<file path="config.mk">
export PLATFORM = sky130hd
export DESIGN_NAME = dcache_rsp_tracker
export DESIGN_NICKNAME = d
export VERILOG_FILES = /design/src/rtl/dcache_rsp_tracker.sv
export SDC_FILE = /design/constraint.sdc
export NUM_CORES = 1
export LEC_CHECK = 0
export CORE_MARGIN = 8
export CORE_UTILIZATION = 51
export CTS_BUF_LIST = sky130_fd_sc_hd__clkbuf_4 sky130_fd_sc_hd__clkbuf_8 sky130_fd_sc_hd__clkbuf_16
export CTS_CLUSTER_SIZE = 12
export DETAILED_ROUTE_END_ITERATION = 16
export GPL_TIMING_DRIVEN = 0
export HOLD_SLACK_MARGIN = 0.02
export PLACE_DENSITY_LB_ADDON = 0.15
export SETUP_SLACK_MARGIN = 0.1
export SLEW_MARGIN = 30
export SYNTH_ARGS = -nofsm -noshare
export SYNTH_HDL_FRONTEND = slang
export SYNTH_SLANG_ARGS = --single-unit
</file>
<file path="constraint.sdc">
create_clock -name clk_i -period 3.1 [get_ports clk_i]
set_input_delay 0.775 -clock clk_i [delete_from_list [all_inputs] [get_ports clk_i]]
set_output_delay 0.775 -clock clk_i [all_outputs]
set_load 0.02 [all_outputs]
</file>
<file path="src/rtl/dcache_rsp_tracker.sv">
// Tracks outstanding dcache loads by tid and aligns/extends each returned word.
// Latency: a response is freed at the edge that samples it; out_* is valid the following cycle.
// Backpressure: can_issue_o drops when MAX_OUT loads are pending; there is no stall on out_*.
//
// Ports:
//   clk_i, rstn_i          clock, asynchronous active-low reset
//   req_fire_i/tid/size/off/fp  accepted request; allocates the tid's table entry
//   rsp_valid_i/tid/data   raw dcache response; frees the tid's entry
//   can_issue_o            combinational, pending_o < MAX_OUT
//   out_valid_o/tid/data   registered aligned load result, one-cycle pulse
//   pending_o              number of busy entries
//   err_o                  sticky protocol error (dropped alloc, orphan response)
// Optional: define DCACHE_RSP_NANBOX_EN to NaN-box single-precision FP loads.
module dcache_rsp_tracker #(
    parameter int TID_W   = 5,
    parameter int MAX_OUT = 8,
    localparam int DEPTH  = 1 << TID_W,
    localparam int CNT_W  = $clog2(MAX_OUT) + 1
) (
    input  logic             clk_i,
    input  logic             rstn_i,
    input  logic             req_fire_i,
    input  logic [TID_W-1:0] req_tid_i,
    input  logic [2:0]       req_size_i,
    input  logic [2:0]       req_off_i,
    input  logic             req_fp_i,
    input  logic             rsp_valid_i,
    input  logic [TID_W-1:0] rsp_tid_i,
    input  logic [63:0]      rsp_data_i,
    output logic             can_issue_o,
    output logic             out_valid_o,
    output logic [TID_W-1:0] out_tid_o,
    output logic [63:0]      out_data_o,
    output logic [CNT_W-1:0] pending_o,
    output logic             err_o
);

    logic [DEPTH-1:0] busy_q, busy_d;
    logic [DEPTH-1:0] fp_q;
    logic [2:0]       size_q [DEPTH];
    logic [2:0]       off_q  [DEPTH];
    logic [CNT_W-1:0] pending_q, pending_d;
    logic             err_q, err_d;
    logic             out_valid_q;
    logic [TID_W-1:0] out_tid_q;
    logic [63:0]      out_data_q;

    logic        alloc_ok, free_ok;
    logic [2:0]  ent_size;
    logic [2:0]  ent_off;
    logic        ent_fp;
    logic [63:0] shifted;
    logic [63:0] aligned;
    logic        sx;

    assign can_issue_o = (pending_q < CNT_W'(MAX_OUT));

    // A same-tid alloc+rsp with the entry busy falls out naturally: the free
    // wins and the alloc is rejected because the entry is still busy this cycle.
    assign free_ok  = rsp_valid_i & busy_q[rsp_tid_i];
    assign alloc_ok = req_fire_i & ~busy_q[req_tid_i] & can_issue_o;

    always_comb begin
        busy_d = busy_q;
        if (free_ok)  busy_d[rsp_tid_i] = 1'b0;
        if (alloc_ok) busy_d[req_tid_i] = 1'b1;
    end

    always_comb begin
        pending_d = pending_q;
        case ({alloc_ok, free_ok})
            2'b10:   pending_d = pending_q + 1'b1;
            2'b01:   pending_d = pending_q - 1'b1;
            default: pending_d = pending_q;
        endcase
    end

    // Any rejected alloc or orphan response is an error; this also covers the
    // same-tid collisions in both the busy and free cases.
    assign err_d = err_q | (req_fire_i & ~alloc_ok) | (rsp_valid_i & ~free_ok);

    assign ent_size = size_q[rsp_tid_i];
    assign ent_off  = off_q[rsp_tid_i];
    assign ent_fp   = fp_q[rsp_tid_i];

    always_comb begin
        shifted = rsp_data_i >> {ent_off, 3'b000};
        aligned = shifted;
        sx      = 1'b0;
        case (ent_size[1:0])
            2'd0: begin
                sx      = ~ent_size[2] & shifted[7];
                aligned = {{56{sx}}, shifted[7:0]};
            end
            2'd1: begin
                sx      = ~ent_size[2] & shifted[15];
                aligned = {{48{sx}}, shifted[15:0]};
            end
            2'd2: begin
                sx      = ~ent_size[2] & shifted[31];
                aligned = {{32{sx}}, shifted[31:0]};
`ifdef DCACHE_RSP_NANBOX_EN
                if (ent_fp) aligned = {32'hFFFF_FFFF, shifted[31:0]};
`endif
            end
            default: aligned = shifted;
        endcase
    end

`ifndef DCACHE_RSP_NANBOX_EN
    // fp is tracked per entry but only consulted when NaN-boxing is built in.
    logic unused_fp;
    assign unused_fp = ent_fp;
`endif

    always_ff @(posedge clk_i or negedge rstn_i) begin
        if (!rstn_i) begin
            busy_q      <= '0;
            pending_q   <= '0;
            err_q       <= 1'b0;
            out_valid_q <= 1'b0;
            out_tid_q   <= '0;
            out_data_q  <= '0;
        end else begin
            busy_q      <= busy_d;
            pending_q   <= pending_d;
            err_q       <= err_d;
            out_valid_q <= free_ok;
            if (free_ok) begin
                out_tid_q  <= rsp_tid_i;
                out_data_q <= aligned;
            end
        end
    end

    // Entry fields are qualified by busy, so they need no reset.
    always_ff @(posedge clk_i) begin
        if (alloc_ok) begin
            size_q[req_tid_i] <= req_size_i;
            off_q[req_tid_i]  <= req_off_i;
            fp_q[req_tid_i]   <= req_fp_i;
        end
    end

    assign out_valid_o = out_valid_q;
    assign out_tid_o   = out_tid_q;
    assign out_data_o  = out_data_q;
    assign pending_o   = pending_q;
    assign err_o       = err_q;

endmodule

</file>
Yosys cells after proc, flatten, opt, wreduce, memory -nomap -nowiden
Memories as Yosys holds them, arrays and structs flattened.
Cells that the tools add are included.
{"block": "word_totals", "memories": 2, "word_cells": 55, "ramBits": 192, "out_inout_bits": 76, "inputBits": 85, "regBits": 107}
{"memory": "off_q", "words": 32, "width": 3, "read_ports": 1, "rd_clocked_by_memory_dff": 0, "write_ports": 1, "line_no": "41", "source": "logic [2:0] off_q [DEPTH];"}
{"memory": "size_q", "words": 32, "width": 3, "read_ports": 1, "rd_clocked_by_memory_dff": 0, "write_ports": 1, "line_no": "40", "source": "logic [2:0] size_q [DEPTH];"}
{"block": "op_classes", "order_cmp": 5, "eq_ne": 4, "n_mux": 14, "n_shift": 1, "n_bitwise": 17, "reduce_logical": 4, "add_sub_neg": 2}
{"op": "$pmux W64 S3", "n": 1}
{"op": "$mux W32", "n": 2}
{"op": "$shr A64 B6 Y64", "n": 1}
{"op": "$and A32 B32 Y32", "n": 1}
{"op": "$not A32 Y32", "n": 1}
{"op": "$or A32 B32 Y32", "n": 1}
{"op": "$lt A5 B6 Y1 const B", "n": 2}
{"op": "$bmux W1 S5", "n": 2}
{"op": "$demux W1 S5", "n": 2}
{"op": "$ge A5 B1 Y1 const B", "n": 2}
{"op": "$and A1 B1 Y1", "n": 8}
{"op": "$pmux W4 S2", "n": 1}
{"op": "$mux W1", "n": 6}
{"op": "$add A4 B1 Y4 const B", "n": 1}
{"op": "$eq A2 B1 Y1 const B", "n": 2}
{"op": "$eq A2 B2 Y1 const B", "n": 2}
{"op": "$lt A4 B4 Y1 const B", "n": 1}
{"op": "$not A1 Y1", "n": 4}
{"op": "$sub A4 B1 Y4 const B", "n": 1}
{"op": "$logic_and A1 B1 Y1", "n": 2}
{"op": "$logic_not A2 Y1", "n": 1}
{"op": "$or A1 B1 Y1", "n": 2}
{"op": "$reduce_bool A2 Y1", "n": 1}

Depth between registers and ports, before layout
{"block": "depth", "word_depth": 9, "mapped_depth": 20, "depth_no_buf": 13}

Least setup slack after synthesis
Ideal clock, no wire load.
{"block": "synth_timing", "kind": "input port to flip-flop", "start": "input rsp_tid_i[1]", "end": "register pending_q[2], in the netlist pending_o[2]", "arrival_ps": 3847, "required_ps": 2968, "setup_slack_ps": -880, "setup_time_ps": 132, "cell_stages": 20, "path_buffers": 7, "cell_sequence": "buf_6 -> buf_4 -> buf_6 -> buf_4 -> mux4_2 -> a22oi_1 -> nand2_1 -> nor3_1 -> nand2b_1 -> buf_4 -> inv_2 -> buf_2 -> clkbuf_1 -> ha_1 -> xor2_1 -> ha_1 -> a21oi_1 -> xor2_1 -> nor2_1 -> xor2_1"}
{"block": "synth_between", "elab_chain_len": 5, "word_cells_on_any_way": 7, "classes_between": "eq/ne (2); mux (3); bitwise (1); reduce/logical (1)"}
{"element": "start, declared", "line_no": "28", "source": "input logic [TID_W-1:0] rsp_tid_i,"}
{"element": "$bmux W1 S5 *", "line_no": "60", "source": "assign free_ok = rsp_valid_i & busy_q[rsp_tid_i];"}
{"element": "$mux W1 (not written as such) *", "line_no": "60"}
{"element": "$and A1 B1 Y1 *", "line_no": "60"}
{"element": "net free_ok", "line_no": "48", "source": "logic alloc_ok, free_ok;"}
{"element": "$eq A2 B1 Y1 or $eq A2 B2 Y1 (tied branches)", "line_no": "71", "source": "case ({alloc_ok, free_ok})"}
{"element": "$pmux W4 S2 or $reduce_bool A2 Y1 (tied branches)"}
{"element": "end signal, assigned", "line_no": "126", "source": "pending_q <= pending_d;"}
{"element": "end, declared", "line_no": "42", "source": "logic [CNT_W-1:0] pending_q, pending_d;"}
Mark *: on every way through the listed nets, which the timed path passes. The rest lies on a longest branch. The select of a mux whose other input is x is not followed.
A chain may end at the register's enable or synchronous reset.

Worst setup path after layout
{"block": "layout_timing", "start": "input rsp_tid_i[0]", "end": "register out_data_q[39], in the netlist out_data_o[39]"}
{"block": "layout_between", "elab_chain_len": 4, "word_cells_on_any_way": 14, "classes_between": "eq/ne (2); shift (1); mux (3); bitwise (5); reduce/logical (1); memory (2)"}
{"element": "$mem_v2 Z32 W3, on equally long branches"}
{"element": "$shr A64 B6 Y64 or $not A1 Y1 (tied branches)"}
{"element": "$and A1 B1 Y1, on equally long branches", "line_no": "100, 92, 96"}
{"element": "$pmux W64 S3", "line_no": "90", "source": "case (ent_size[1:0])"}
{"element": "end signal, assigned", "line_no": "131", "source": "out_data_q <= aligned;"}
{"element": "end, declared", "line_no": "46", "source": "logic [63:0] out_data_q;"}
Parallel ways exist; a longest one is shown, timed or not. The select of a mux whose other input is x is not followed.

==> impl_metrics.yaml <==
logic_synthesis:
  seq_area_frac_synth_pct: 58.1
  ys.warnings.count: 0
  syn_area_mm2: 0.0145
  syn_nets: 1217
  synth_seq_cells: 299
  ys_top_cells_by_area: "edfxtp_1, dfrtp_1, mux2i_1"
  synth_top_area_share_pct: 39.7
  yosysTopAreaCell: "edfxtp_1"
  ys_types: 78
  synth_edf_count: 192
  synth_ff_type: "edfxtp_1"
  syn_avg_cell_area_um2: 12.9
  ys_async_sr_fraction_pct: 35.8
  synthCells: 1129
min_path:
  hold_path.class: "in2async"
sta:
  period_share_pct: 105
  period_minus_slack_ns: 3.25
  fin_ws_ns: -0.152
  finalSetupViolCount: 33
  slew_headroom_pct: 55.8
  worst_pin_slew_ns: 0.663
  finalSetupTns_ns: -3.00
  skew_ns: 0.00970
  slew_violations: 0
  max_freq_ghz: 0.307
  hold_violations: 0
  rsz0062_at_grt: "yes"
die:
  io-pin-count: 161
  dieHeight_um: 185
  initial_utilization_pct: 52.0
  core_area_mm2: 0.0279
  rows: 61
  fp.dieArea_mm2: 0.0341
  fp.dieW_um: 185
clocking:
  clk_pin_slew_ns: 0.06
  cts_tree: "built"
  h-tree-depth: 2
  clk_path_buf_depth: 3
  cts_sinks: 299
  clock_latency_ns: 0.53
  ctsRootBufferMaster: "clkbuf_16"
  cts_buffers: 34
layout:
  syn2layout_area_growth_pct: 45.7
  final_core_utilization_pct: 75.7
  finalNetCount: 1535
  drive_above_1_share_pct: 39.6
  antenna_cells: 0
  finalNonFillerCells: 1846
setup_path:
  criticalPathCategory: "in2reg"
  cp_max_fo: 6
  worst_r2r_startpoint: "busy_q[3]"
  worstPathRequired_ns: 3.51
  r2r-end: "pending_o[2]"
  rrSetupSlack_ns: 0.03
  cp-startpoint: "rsp_tid_i[0]"
  end_kind: "register"
  worstSetupStartpointType: "input pin"
  arrival_ns: 3.66
  worst-r2r-cell-count: 12
routing:
  routed_wirelength_mm: 52.0
  dr_total_vias: 11900
  drtIter0Drc: 1487
  first_pass_iters: 5
  drc: 0
  viasPerCell: 6.46
  postRouteAntennaNets: 0
  wl_per_cell_um: 28.2
global_routing:
  overflow: 0
  grt_max_degree: 68
  antenna_found_initial: 0
  track_usage_pct: 29.0
  grt_pass1_wl_mm: 73.5
  grt_pass1_vias: 11600
placed_design:
  placed_cells: 1664
  port_buffers: 156
  gp_congestion: 0.967
  dp_worst_setup_slack_ns: -1.79
  hpwl_mm: 33.5
power:
  ir_drop_v: 0.000598
  p_per_area_mw_per_mm2: 469
  p_leak_nw: 8.01
outcome:
  status: "complete, but fails checks"
  violations: "setup timing"
job:
  max_cap_violations: 0
## worst max-delay path: stages
cell	delay (ns)
buf_12	0.11
buf_12	0.13
buf_8	0.12
buf_8	0.13
or2_2	0.34
o32ai_1	0.45
a211o_1	0.25
nor4_4	0.06
buf_2	0.16
nand2b_1	0.14
o2111a_1	0.27
a211oi_4	0.21
buf_6	0.20
buf_6	0.13
buf_12	0.11
a211oi_2	0.06
## cells in the final DEF, fill, tap and decap left out, types with 9 or more instances in the layout
cell type and n:
edfxtp_1 192, a21o_1 16, dfrtp_1 107, nand2_2 9, mux2i_4 41, buf_8 13, nor2_4 37, nand3_2 12
a21oi_1 13, buf_2 15, buf_4 79, o21ai_0 27, o22ai_1 34, mux2_2 15, buf_6 32, mux2i_1 58
clkbuf_16 41, clkdlybuf4s50_1 144, o21ai_1 17, a211oi_2 12, clkbuf_4 11, o31ai_1 10, nand2_1 71, mux4_2 34
nand2b_1 9, nand3_1 13, a21oi_2 34, o21ai_2 11, buf_12 44, nor2_1 78, mux2i_2 17
## logic make-up (layout without fill, tap and decap cells)
family	count (synthesis)	count (layout)	share of synthesized area [%]
DFF	299	299	58.1
and+or+nand+nor	299	299	9.86
AOI/OAI and AO/OA	265	265	13.2
muxes	169	169	14.7
buffers and inverters	89	428	3.52
xor gates and xnor gates	5	5	0.302
adders and majority gates	3	3	0.259
## metal layers
layer,vias to the layer above,GRT usage (%),share of wire (%)
met3,182,5.67,10
met2,813,47.1,47
met5,-,0,0
met1,5969,38.0,38
met4,0,11.1,4.5
li1,4963,-,-
## worst max path at each step
stage               slack (ns)        endpoint  cells past startpoint
floorplan                -0.53    pending_o[2]                     19
global placement         -3.03    pending_o[3]                      1
detailed placement       -1.79    pending_o[2]                     18
CTS                      -0.12    pending_o[2]                     19
global route             -0.21  out_data_o[32]                     17
finish                   -0.15  out_data_o[39]                     16
## cell usage after synthesis (7+ instances only)
cell type,count
a21o_1,16
buf_2,24
o22ai_1,44
mux4_2,34
a22oi_1,15
nand3b_1,8
a211oi_1,10
a21oi_1,23
a2bb2oi_1,8
dfrtp_1,107
o31ai_1,10
o21ai_0,55
a21oi_2,24
a211oi_2,7
mux2_2,19
a31o_1,7
o211ai_1,7
buf_1,9
nor2_1,120
buf_6,12
mux2i_1,116
nand2b_1,12
edfxtp_1,192
nand3_1,26
a31o_2,8
a211o_1,8
clkbuf_1,24
nand2_1,81
buf_4,11
or2_2,8
## flip-flops by register name, indices dropped and copies added (netlist names)
name         flops
busy_q          32
err_o            1
off_q           96
out_data_o      64
out_tid_o        5
out_valid_o      1
pending_o        4
size_q          96
## final cells by class
type	instances	area, um^2
Buffer	80	977
Clock buffer	40	896
Clock inverter	17	201
Fill cell	1685	6780
Inverter	8	41.3
Multi-Input combinational cell	741	7120
Sequential cell	299	8440
Tap cell	378	473
Timing Repair Buffer	283	3010
## timing repair
item,4_1_cts,5_1_grt
buffers inserted,88,27
pin swaps,55,55
hold buffers,0,0
endpoints found under the setup margin,299,277
gates cloned,10,4
gates resized for setup,226,160
## per-stage QoR
step | hold WS (ns) | power, mW | instance area (um^2)
6_report | 0.119 | 9.93 | 21200
5_1_grt | 0.144 | 10.1 | 21200
4_1_cts | 0.141 | 9.66 | 20100
3_5_place_dp | 0.466 | 5.40 | 17300
3_3_place_gp | 0.467 | 5.39 | 17200
2_1_floorplan | 0.461 | 4.98 | 15200
## power breakdown
group          internal, mW  leakage, nW  switching, mW
clock                  2.34        0.545           1.68
sequential             4.25         3.21              0
combinational         0.784         4.25          0.873
total                  7.38         8.01           2.55
No activity file was read; power rests on OpenSTA's default activity.
